File: src/rtl/pci_pkg.sv
// pci_pkg
//   Shared definitions for the PCI bus monitor: bus command codes,
//   monitor FSM state encoding, protocol error codes and the
//   "no master granted" marker.
package pci_pkg;

    // Bus command codes carried on C_BE during the address phase.
    localparam logic [3:0] CMD_IO_READ   = 4'b0010;
    localparam logic [3:0] CMD_IO_WRITE  = 4'b0011;
    localparam logic [3:0] CMD_MEM_READ  = 4'b0110;
    localparam logic [3:0] CMD_MEM_WRITE = 4'b0111;

    // Number of arbiter grant lines observed.
    localparam int unsigned NUM_GNT = 5;

    // Master index reported when no grant line is low.
    localparam logic [2:0] NO_MASTER = 3'd7;

    // Protocol error codes.
    localparam logic [1:0] ERR_NONE           = 2'd0;
    localparam logic [1:0] ERR_IRDY_IDLE      = 2'd1;
    localparam logic [1:0] ERR_FRAME_RELEASE  = 2'd2;
    localparam logic [1:0] ERR_TRDY_NO_DEVSEL = 2'd3;

    // Monitor FSM states.
    typedef enum logic [2:0] {
        ST_RESYNC,
        ST_IDLE,
        ST_WAIT_DEVSEL,
        ST_DATA,
        ST_TURNAROUND
    } mon_state_t;

endpackage

File: src/rtl/pci_gnt_encoder.sv
// pci_gnt_encoder
//   Combinational priority encoder for the active-low arbiter grants.
//   The lowest-indexed low grant line wins.
// Ports:
//   i_gnt_n  in  5  arbiter grants, active-low
//   o_index  out 3  index of the winning grant, NO_MASTER if none
//   o_valid  out 1  high when at least one grant is low
module pci_gnt_encoder
    import pci_pkg::*;
(
    input  logic [NUM_GNT-1:0] i_gnt_n,
    output logic [2:0]         o_index,
    output logic               o_valid
);

    always_comb begin
        o_index = NO_MASTER;
        o_valid = 1'b0;
        for (int unsigned i = 0; i < NUM_GNT; i++) begin
            if (!i_gnt_n[i] && !o_valid) begin
                o_index = 3'(i);
                o_valid = 1'b1;
            end
        end
    end

endmodule

File: src/rtl/pci_bus_monitor.sv
// pci_bus_monitor
//   Passive PCI bus observer. Reconstructs each bus transaction from the
//   sampled handshake signals and emits one record per completed or
//   master-aborted transaction; flags basic handshake violations.
// Parameters:
//   DEVSEL_TIMEOUT  edges after the address phase without DEVSEL before
//                   a master abort is declared (>= 1)
// Ports:
//   clk, reset             bus clock, synchronous active-high reset
//   FRAME/IRDY/TRDY/DEVSEL active-low bus handshakes (observe only)
//   AD, C_BE, GNT          address/data, command/byte enables, grants
//   txn_*                  transaction record, valid during txn_valid
//   err_valid, err_code    protocol violation pulse and code
module pci_bus_monitor
    import pci_pkg::*;
#(
    parameter int unsigned DEVSEL_TIMEOUT = 5
) (
    input  logic        clk,
    input  logic        reset,
    input  logic        FRAME,
    input  logic        IRDY,
    input  logic        TRDY,
    input  logic        DEVSEL,
    input  logic [31:0] AD,
    input  logic [3:0]  C_BE,
    input  logic [4:0]  GNT,
    output logic        txn_valid,
    output logic [31:0] txn_addr,
    output logic [3:0]  txn_cmd,
    output logic [2:0]  txn_master,
    output logic [7:0]  txn_count,
    output logic [31:0] txn_first_data,
    output logic [31:0] txn_last_data,
    output logic        txn_abort,
    output logic        err_valid,
    output logic [1:0]  err_code
);

    localparam int unsigned TW = $clog2(DEVSEL_TIMEOUT + 1);

    mon_state_t r_state, w_next_state;

    // Working record for the transaction in flight.
    logic [31:0]   r_addr, r_first, r_last;
    logic [3:0]    r_cmd;
    logic [2:0]    r_master;
    logic [7:0]    r_count;
    logic [TW-1:0] r_timer;

    // Published record / error outputs.
    logic        r_rec_pend, r_txn_valid, r_txn_abort;
    logic [31:0] r_txn_addr, r_txn_first, r_txn_last;
    logic [3:0]  r_txn_cmd;
    logic [2:0]  r_txn_master;
    logic [7:0]  r_txn_count;
    logic        r_err_pend, r_err_valid;
    logic [1:0]  r_err_code;

    logic [2:0]    w_gnt_idx;
    logic          w_gnt_valid;
    logic [TW-1:0] w_timer_next;
    logic          w_timeout, w_data_eval, w_xfer, w_final;
    logic          w_latch, w_timer_inc, w_emit, w_abort;
    logic [1:0]    w_err_code;
    logic [7:0]    w_count_inc, w_rec_count;
    logic [31:0]   w_rec_first, w_rec_last;

    pci_gnt_encoder u_gnt_enc (
        .i_gnt_n (GNT),
        .o_index (w_gnt_idx),
        .o_valid (w_gnt_valid)
    );

    // Shared decode: the DEVSEL edge in WAIT_DEVSEL is evaluated as a data
    // phase on the same edge, so both states use the same transfer terms.
    always_comb begin
        w_timer_next = r_timer + TW'(1);
        w_timeout    = (r_state == ST_WAIT_DEVSEL) && DEVSEL &&
                       (w_timer_next == TW'(DEVSEL_TIMEOUT));
        w_data_eval  = (r_state == ST_DATA) ||
                       ((r_state == ST_WAIT_DEVSEL) && !DEVSEL);
        w_xfer       = w_data_eval && !IRDY && !TRDY;
        w_final      = w_xfer && FRAME;
    end

    // State register.
    always_ff @(posedge clk) begin
        if (reset) r_state <= ST_RESYNC;
        else       r_state <= w_next_state;
    end

    // Next-state logic.
    always_comb begin
        w_next_state = r_state;
        unique case (r_state)
            ST_RESYNC:     if (FRAME && IRDY) w_next_state = ST_IDLE;
            ST_IDLE:       if (!FRAME)        w_next_state = ST_WAIT_DEVSEL;
            ST_WAIT_DEVSEL,
            ST_DATA: begin
                if (w_data_eval) begin
                    if (w_final)             w_next_state = ST_TURNAROUND;
                    else if (FRAME && IRDY)  w_next_state = ST_IDLE;
                    else                     w_next_state = ST_DATA;
                end else if (w_timeout) begin
                    w_next_state = ST_TURNAROUND;
                end
            end
            ST_TURNAROUND: if (FRAME && IRDY) w_next_state = ST_IDLE;
            default:       w_next_state = ST_RESYNC;
        endcase
    end

    // Output decode: datapath strobes, record emission, error selection.
    // Error checks are ordered so the lowest code wins.
    always_comb begin
        w_latch     = (r_state == ST_IDLE) && !FRAME;
        w_timer_inc = (r_state == ST_WAIT_DEVSEL) && DEVSEL;
        w_abort     = w_timeout;
        w_emit      = 1'b0;
        w_err_code  = ERR_NONE;
        if (r_state == ST_IDLE && FRAME && !IRDY) begin
            w_err_code = ERR_IRDY_IDLE;
        end else if (w_data_eval) begin
            if (FRAME && IRDY)        w_err_code = ERR_FRAME_RELEASE;
            else if (!TRDY && DEVSEL) w_err_code = ERR_TRDY_NO_DEVSEL;
        end
        if (w_timeout || w_final || (w_data_eval && FRAME && IRDY))
            w_emit = 1'b1;

        w_count_inc = (r_count == 8'hFF) ? r_count : r_count + 8'd1;
        w_rec_count = w_xfer ? w_count_inc : r_count;
        w_rec_last  = w_xfer ? AD : r_last;
        w_rec_first = (w_xfer && r_count == 8'd0) ? AD : r_first;
    end

    // Datapath. Record fields load on the event edge; the valid pulse
    // follows one edge later so it lands after the final-transfer edge.
    always_ff @(posedge clk) begin
        if (reset) begin
            r_addr       <= '0;
            r_cmd        <= '0;
            r_master     <= '0;
            r_count      <= '0;
            r_first      <= '0;
            r_last       <= '0;
            r_timer      <= '0;
            r_rec_pend   <= 1'b0;
            r_txn_valid  <= 1'b0;
            r_txn_addr   <= '0;
            r_txn_cmd    <= '0;
            r_txn_master <= '0;
            r_txn_count  <= '0;
            r_txn_first  <= '0;
            r_txn_last   <= '0;
            r_txn_abort  <= 1'b0;
            r_err_pend   <= 1'b0;
            r_err_valid  <= 1'b0;
            r_err_code   <= '0;
        end else begin
            r_rec_pend  <= w_emit;
            r_txn_valid <= r_rec_pend;
            r_err_pend  <= (w_err_code != ERR_NONE);
            r_err_valid <= r_err_pend;
            if (w_err_code != ERR_NONE) r_err_code <= w_err_code;

            if (w_emit) begin
                r_txn_addr   <= r_addr;
                r_txn_cmd    <= r_cmd;
                r_txn_master <= r_master;
                r_txn_count  <= w_rec_count;
                r_txn_first  <= w_rec_first;
                r_txn_last   <= w_rec_last;
                r_txn_abort  <= w_abort;
            end

            if (w_latch) begin
                r_addr   <= AD;
                r_cmd    <= C_BE;
                r_master <= w_gnt_valid ? w_gnt_idx : NO_MASTER;
                r_count  <= '0;
                r_first  <= '0;
                r_last   <= '0;
                r_timer  <= '0;
            end else begin
                if (w_timer_inc) r_timer <= w_timer_next;
                if (w_xfer) begin
                    r_count <= w_rec_count;
                    r_first <= w_rec_first;
                    r_last  <= w_rec_last;
                end
            end
        end
    end

    assign txn_valid      = r_txn_valid;
    assign txn_addr       = r_txn_addr;
    assign txn_cmd        = r_txn_cmd;
    assign txn_master     = r_txn_master;
    assign txn_count      = r_txn_count;
    assign txn_first_data = r_txn_first;
    assign txn_last_data  = r_txn_last;
    assign txn_abort      = r_txn_abort;
    assign err_valid      = r_err_valid;
    assign err_code       = r_err_code;

endmodule

File: config.mk
export PLATFORM = sky130hd
export DESIGN_NAME = pci_bus_monitor
export DESIGN_NICKNAME = d
export VERILOG_FILES = /design/src/rtl/pci_pkg.sv /design/src/rtl/pci_gnt_encoder.sv /design/src/rtl/pci_bus_monitor.sv
export SDC_FILE = /design/constraint.sdc
export NUM_CORES = 1
export LEC_CHECK = 0
export BUFFER_PORTS_ARGS = -buffer_cell sky130_fd_sc_hd__buf_2
export CORE_UTILIZATION = 50
export CTS_CLUSTER_SIZE = 12
export DETAILED_ROUTE_END_ITERATION = 10
export PLACE_DENSITY = 0.75
export SKIP_LAST_GASP = 1
export SYNTH_ARGS = -nofsm -noshare
export SYNTH_HDL_FRONTEND = slang
export SYNTH_SLANG_ARGS = --single-unit
File: constraint.sdc
create_clock -name clk -period 1.8 [get_ports clk]
set_clock_uncertainty 0.15 [all_clocks]
set_input_delay 0.27 -clock clk [delete_from_list [all_inputs] [get_ports clk]]
set_output_delay 0.27 -clock clk [all_outputs]
set_load 0.05 [all_outputs]
### Yosys cells after proc, flatten, opt, wreduce, memory -nomap -nowiden

Cells that the tools add are included.
Widths: inputs -> output; s select.

* register bits: 235
* input bits: 47

* $add $sub $neg: 2
* eq/ne operators: 9
* multiplexer cells: 27
* reduce and logical (&&, ||, !) cells: 39

Operators by type and width (number)
* $mux 32: 2
* $mux 3: 11
* $logic_and 1x1->1: 18
* $mux 8: 2
* $logic_not 1->1: 11
* $mux 2: 5
* $pmux 3 s3: 1
* $add 8x1->8 const B: 1
* $eq 8x8->1 const B: 1
* $logic_not 8->1: 1
* $eq 3x2->1 const B: 2
* $eq 3x3->1 const B: 2
* $mux 1: 6
* $reduce_or 2->1: 3
* $add 3x1->3 const B: 1
* $eq 3x1->1 const B: 1
* $logic_not 3->1: 1
* $logic_or 1x1->1: 3
* $ne 3x3->1 const B: 1
* $reduce_and 3->1: 1
* $ne 2x1->1 const B: 1
* $ne 2x2->1 const B: 1
* $reduce_bool 2->1: 1

### Logic depth before layout (Yosys ltp)

Gate-level depths: netlist of the first run.

* depth in word-level cells: 13
* mapped depth: 8
* mapped depth without buffers: 6

### By module

From an unflattened synthesis of the first run, not the netlist that was laid out.

* cells, all modules: 994
* area, all modules: 9008.6 um^2

By module, submodules not included
* pci_bus_monitor: instances 1, cells each 986, area each 8962.3 um^2, sequential area each 4704.5 um^2
* pci_gnt_encoder: instances 1, cells each 8, area each 46.3 um^2, sequential area each 0.0 um^2

### Worst setup path before layout of the first run

Ideal clock, no wire load.

* path type: flip-flop to flip-flop
* start point: register r_count[0]
* end point: register r_txn_count[4] (netlist: txn_count[4])
* library setup time: 129 ps
* arrival: 1652 ps
* data required time: 1521 ps
* setup slack: -131 ps
* stages on the path, launching flop included: 6
* path buffers: 0
* period minus slack after synthesis: 1931 ps
* cell sequence: dfxtp_1 -> ha_1 -> or3b_2 -> nor4_1 -> mux2i_1 -> o22ai_1

* word-level cells in the longest chain between the ends: 3

Ends and longest elaborated chain
* from (decl): RTL line pci_bus_monitor.sv:48 `logic [7:0] r_count;`
* from (signal assigned): RTL line pci_bus_monitor.sv:188 `r_count <= w_rec_count;`
* $add 8x1->8 or $eq 8x8->1 (tied branches): RTL line pci_bus_monitor.sv:131 `w_count_inc = (r_count == 8'hFF) ? r_count : r_count + 8'd1;`
* $mux 8 (*): RTL line pci_bus_monitor.sv:131
* $mux 8 (*): RTL line pci_bus_monitor.sv:132 `w_rec_count = w_xfer ? w_count_inc : r_count;`
* to (signal assigned): RTL line pci_bus_monitor.sv:171 `r_txn_count <= w_rec_count;`
* to (decl): RTL line pci_bus_monitor.sv:56 `logic [7:0] r_txn_count;`

Every way passes the cells marked *; elsewhere a longest branch is shown, timed or not.
A chain may end at the register's enable or synchronous reset.

### Worst setup path after layout of the first run

* start point: register r_count[0]
* end point: register r_txn_first[28] (netlist: txn_first_data[28])

* word-level cells in the longest chain between the ends: 3

Ends and longest elaborated chain
* $logic_not 8->1: RTL line pci_bus_monitor.sv:134 `w_rec_first = (w_xfer && r_count == 8'd0) ? AD : r_first;`
* $logic_and 1x1->1: RTL line pci_bus_monitor.sv:134
* $mux 32: RTL line pci_bus_monitor.sv:134
* to (signal assigned): RTL line pci_bus_monitor.sv:172 `r_txn_first <= w_rec_first;`
* to (decl): RTL line pci_bus_monitor.sv:53 `logic [31:0] r_txn_addr, r_txn_first, r_txn_last;`

No other way between the ends.

==> flow_metrics.tcl, run 1 <==
set metrics [dict create \
    setup_viol_count_final 15 \
    p_per_area_mw_per_mm2 899 \
    grtUsageTotal 0.279 \
    slew_headroom 0.692 \
    ys.warnings.count 0 \
    final_net_count 1283 \
    drt_wl_total_um 29900 \
    htree_levels 1 \
    placed_area_mm2 0.0107 \
    syn_area_mm2 0.00930 \
    die_h_um 138 \
    drt_iter0_markers 822 \
    arrival_ps 2180 \
    wl_per_cell_um 20.4 \
    critPathSlowestCell "a311oi_1" \
    area_growth_pct 37.6 \
    slowest_delay_ps 410 \
    synthMuxAreaShare 0.0388 \
    period_minus_slack_ps 1960 \
    ys.flop_type "dfxtp_1" \
    antenna_found_initial 0 \
    min_path_type "input port to flop" \
    drcViolationCount 34 \
    async_reset_ff_frac 0 \
    drt.antenna.violating_nets 0 \
    clockBufferDepth 3 \
    num_antenna_cells 0 \
    tightest_slew_ps 462 \
    die_w_um 138 \
    io-pin-count 163 \
    ys_types 55 \
    gp_congestion 0.875 \
    design.core.area_mm2 0.0181 \
    yosys.area_share.adder 0.00538 \
    cts_tree "yes" \
    routed_via_density 6.01 \
    r2r_cells 7 \
    cts_buffers 24 \
    max_cap_viol_count 0 \
    post-dp-hpwl_um 16400 \
    synth_top_family_by_area "compound AO/OA/AOI/OAI gates" \
    violations "DRC, setup timing" \
    synth_top_area_frac 0.506 \
    setup_ws_ps -159 \
    ys_ff_latch 235 \
    dieArea_mm2 0.0191 \
    leakage_nw 4.89 \
    cts_root_buffer "clkbuf_16" \
    yosysSeqAreaShare 0.506 \
    slew_violations 0 \
    synthSimpleGateAreaFrac 0.187 \
    grt_pass1_wl_um 43300 \
    synth_edf_count 0 \
    synth_compound_area_frac 0.197 \
    rsz0062_at_grt "yes" \
    critPathLaunchType "flop" \
    path_clk_slew_ps 70 \
    path_class "flop to flop" \
    path_max_fanout 8 \
    status "finished with violations" \
    drt_first_pass_iters 8 \
    synth_fp_nets 1042 \
    hold_depth 4 \
    power_mw 11.5 \
    clkSinkCount 235 \
    synth.largest_area_cell "dfxtp_1" \
    synth-xor-area-share 0.00283 \
    endpoint_kind "flop" \
    cp.required_ps 2030 \
    port_buffers 162 \
    synth_area_per_cell_um2 9.38 \
    final_area_mm2 0.0128 \
    grt_start_max_net_pins 79 \
    path_cells "inv_4, ha_4, nor4b_4, and2_4, buf_12, nand3_2, a311oi_1" \
    insertion_delay_ps 510 \
    vias 8823 \
    max_freq_mhz 511 \
    hold_viol 0 \
    syn_inst 991 \
    row_count 49 \
    post-route-period-util 1.09 \
    synthTopCellsByArea "dfxtp_1 51%, a21oi_1 6.6%, nand3_1 4.3%" \
    drive_gt1_frac 0.366 \
    overflow 0 \
    start_util 0.514 \
    vdd_drop_max_mv 0.774 \
    first_global_vias 8063 \
]
## critical path, delay by kind of cell (launching register included)
family / cells / cell delay, ps
buffers and inverters: 2 / 200
adder cells (fa/ha/maj): 1 / 120
AO/OA/AOI/OAI: 1 / 410
AND/OR/NAND/NOR: 3 / 560
flip-flops: 1 / 370
## cell families (layout without fill, tap and decap cells)
| kind of cell | after synthesis | count (layout) |
|---|---|---|
| XOR/XNOR | 3 | 3 |
| adder cells (fa/ha/maj) | 4 | 4 |
| multiplexers | 36 | 36 |
| flip-flops | 235 | 235 |
| AND/OR/NAND/NOR | 326 | 328 |
| AO/OA/AOI/OAI | 285 | 285 |
| buffers and inverters | 102 | 349 |
## final cells by class
cell class                      instances  area (um2)
Clock inverter                          1        5.00
Timing Repair Buffer                  308        2550
Clock buffer                           33         716
Inverter                                7        28.8
Fill cell                            1270        5290
Tap cell                              229         287
Multi-Input combinational cell        656        4490
Sequential cell                       235        4720
## layout by cell type, fill, tap and decap left out, drive strengths merged, types with 3 or more instances in the layout
cell type      n
inv            7
nand3         80
clkbuf        42
o221ai         3
ha             4
a211oi        34
nor2          46
a311oi        34
a21oi        123
dfxtp        235
nand2b         5
nand2         94
o21ai         80
and4           3
o22ai          4
nor2b          6
nor3          71
buf          257
mux2i         36
nor4           4
dlygate4sd3   42
## synth_stat cells (all sizes together), types with 2 or more instances
library cell,count
or2,2
o221ai,3
nor2b,6
nand4bb,2
mux2i,36
nor2,46
clkbuf,45
o21ai,80
o22ai,4
inv,7
a21oi,123
nor3,71
xor2,2
and2,2
dfxtp,235
nor4,4
or3,2
nand2,94
ha,4
buf,50
a311oi,34
nand3,80
nand2b,5
nand4,2
a211oi,34
## metal layers
metal | vias to the layer above | wire, um | GRT usage
li1 | 4036 | - | -
met1 | 4223 | 12300 | 0.386
met2 | 470 | 14000 | 0.442
met3 | 94 | 2620 | 0.0516
met4 | 0 | 1020 | 0.0857
met5 | - | 0 | 0
## power by group
| group | switching (mW) | internal (mW) |
|---|---|---|
| sequential | 0.0955 | 5.34 |
| combinational | 0.832 | 0.514 |
| clock | 1.99 | 2.73 |
| total | 2.92 | 8.58 |
## final timing paths
check              from  slack, ps            endpoint
max reg2reg  r_count[0]       -160  txn_first_data[28]
min              GNT[3]         50         r_master[1]
max          r_count[0]       -160  txn_first_data[28]
min reg2reg  r_rec_pend        300           txn_valid
## through the flow
step | worst slack (ps) | hold slack (ps) | TNS (ps) | utilization | std cells
CTS | -74.3 | 37.9 | -1530 | 0.672 | 1454
global placement | -156 | 264 | -7290 | 0.591 | 1362
finish | -159 | 53.9 | -445 | 0.707 | 1469
global route | -182 | 73.5 | -4020 | 0.707 | 1469
detailed placement | -221 | 283 | -11820 | 0.591 | 1362
floorplan | 7.39 | 256 | 0 | - | 991
## sequential cells by signal, indices dropped and copies added (netlist names), 4 cells and up
signal and cells:
txn_last_data 32, r_first 32, txn_first_data 32, r_count 8, txn_addr 32, txn_count 8
r_last 32, txn_cmd 4, r_addr 32, r_cmd 4
## timing repair
action                                  CTS  global route
buffers inserted                         10             6
resized for setup                        40           113
cloned                                    6            10
endpoints found under the hold margin   126             0
endpoints found under the setup margin  128           143
hold buffers                             42             0
pin swaps                                 8            45
Power figures use the tool's default switching activity.
==> run 2: changes to the inputs <==
--- a/config.mk
+++ b/config.mk
@@ -9,8 +9,9 @@
 export CORE_UTILIZATION = 50
 export CTS_CLUSTER_SIZE = 12
 export DETAILED_ROUTE_END_ITERATION = 10
-export PLACE_DENSITY = 0.75
+export PLACE_DENSITY = 0.81
 export SKIP_LAST_GASP = 1
+export SLEW_MARGIN = 20
 export SYNTH_ARGS = -nofsm -noshare
 export SYNTH_HDL_FRONTEND = slang
 export SYNTH_SLANG_ARGS = --single-unit
==> flow_metrics.tcl, run 2 (synthesized netlist as in run 1, its figures left out) <==
set metrics [dict create \
    path_clk_slew_ps 60 \
    grt_start_max_net_pins 155 \
    hold_viol 0 \
    seq_power_share 0.456 \
    setup_viol_count_final 105 \
    num_antenna_cells 0 \
    drive_gt1_frac 0.404 \
    io-pin-count 163 \
    fillers 1069 \
    p_sw_frac 0.260 \
    clockBufferDepth 3 \
    dieArea_mm2 0.0191 \
    drt_first_pass_iters 9 \
    max_freq_mhz 485 \
    path_class "flop to flop" \
    cp-startpoint "r_state[2]" \
    cts_tree "yes" \
    status "finished with violations" \
    leakage_nw 5.11 \
    power.switching_mw 3.12 \
    pre_cts_ws_ps -227 \
    final_common_cell "dfxtp_1" \
    slew_headroom 0.368 \
    combPwrFrac 0.126 \
    overflow 0 \
    drt_wl_total_um 36800 \
    row_count 49 \
    p_int_mw 8.85 \
    antenna_found_initial 0 \
    wl_per_cell_um 24.6 \
    critPathLaunchType "flop" \
    port_buffers 162 \
    cts_root_buffer "clkbuf_16" \
    cp.required_ps 2050 \
    post-dp-hpwl_um 17000 \
    hold_depth 5 \
    insertion_delay_ps 530 \
    tightest_slew_ps 947 \
    start_util 0.514 \
    design.core.area_mm2 0.0181 \
    die_w_um 138 \
    die_h_um 138 \
    timing.hold.ws_ps 3.54 \
    vias 9736 \
    first_global_vias 8588 \
    cts_buffers 25 \
    setup_ws_ps -262 \
    drt_iter0_markers 1454 \
    grt_pass1_wl_um 45300 \
    vdd_drop_max_mv 0.658 \
    path_max_fanout 8 \
    regToRegEndpoint "txn_first_data[19]" \
    htree_levels 1 \
    r2r-start "r_state[2]" \
    gp_congestion 0.879 \
    drt.antenna.violating_nets 0 \
    drcViolationCount 30 \
    routed_via_density 6.53 \
    p_per_area_mw_per_mm2 883 \
    period_minus_slack_ps 2060 \
    area_growth_pct 45.8 \
    tns_ps -9190 \
    violations "DRC, setup timing" \
    hp-start "GNT[2]" \
    max_cap_viol_count 0 \
    clkSinkCount 235 \
    final_net_count 1302 \
    seq_area_mm2 0.00472 \
    worstHoldEndpoint "r_master[0]" \
    endpoint_kind "flop" \
    post-route-period-util 1.15 \
    final_cell_mix "228 x dfxtp_1, 161 x buf_2, 120 x a21oi_1" \
    min_path_type "input port to flop" \
    arrival_ps 2310 \
    r2r_cells 7 \
    rrSetupSlack_ps -260 \
    slew_violations 0 \
    clock_power_share 0.419 \
    rsz0062_at_grt "yes" \
    multiInputGateArea_mm2 0.00485 \
    grtUsageTotal 0.290 \
    finalCoreUtilization 0.750 \
]
[run 2: cell types whose count changed in the layout (fill, tap and decap cells not counted), moves of 4 or more]
cell | before | now
nor3_4 | 3 | 17
nand3_1 | 72 | 59
buf_6 | 12 | 23
o21ai_0 | 38 | 27
o21ai_1 | 32 | 43
nor3_1 | 26 | 16
nand3_4 | 1 | 8
nand3_2 | 7 | 13
mux2i_1 | 26 | 21
buf_12 | 20 | 24
clkbuf_1 | 2 | 6
clkbuf_16 | 34 | 38
nor3_2 | 42 | 38
[run 2: metrics by stage]
| stage | area (um2) | std cells | power (mW) |
|---|---|---|---|
| 3_3_place_gp | 10800 | 1368 | 6.63 |
| 5_1_grt | 13600 | 1492 | 12.2 |
| 2_1_floorplan | 9310 | 991 | 6.25 |
| 6_report | 13600 | 1492 | 12.0 |
| 3_5_place_dp | 10800 | 1368 | 6.66 |
| 4_1_cts | 12300 | 1458 | 11.6 |
[run 2: how the worst max path moves through the flow]
stage	to	slack, ps
after floorplan	txn_last_data[10]	7
after global placement	txn_last_data[20]	-90
after detailed placement	txn_first_data[9]	-230
after CTS	txn_first_data[12]	-80
after global routing	txn_first_data[19]	-280
final	txn_first_data[19]	-260
[run 2: worst max-delay path, cell delays in order (launching register included)]
cell and delay [ps]:
dfxtp_4 380, and2b_2 260, buf_6 120, nand4_1 100
buf_6 190, nand2_8 150, clkbuf_16 200, a311oi_1 370
[run 2: layer usage]
metal,share of wire,track usage
met4,0.068,0.152
met1,0.36,0.380
met3,0.12,0.0561
met2,0.44,0.455
met5,0,0
[run 2: repair_timing]
action | 4_1_cts | 5_1_grt
hold buffers | 41 | 0
setup buffers | 6 | 15
pin swaps | 9 | 59
endpoints found under the setup margin | 172 | 199
gates cloned | 4 | 22
resized for setup | 69 | 168
hold endpoints to repair | 128 | 0
[run 2: area by class of cell]
type	instances	share of cell area
Multi-Input combinational cell	656	0.358
Clock buffer	34	0.0509
Clock inverter	5	0.00554
Inverter	7	0.00212
Tap cell	229	0.0211
Timing Repair Buffer	326	0.214
Sequential cell	235	0.348
[run 2: power by group through the flow]
stage               registers [mW]  logic (mW)  clock network (mW)
detailed placement            5.53        1.12                   0
CTS                           5.43        1.23                4.96
finish                        5.46        1.50                5.01
floorplan                     5.69       0.558                   0
global placement              5.53        1.10                   0
global route                  5.46        1.57                5.19
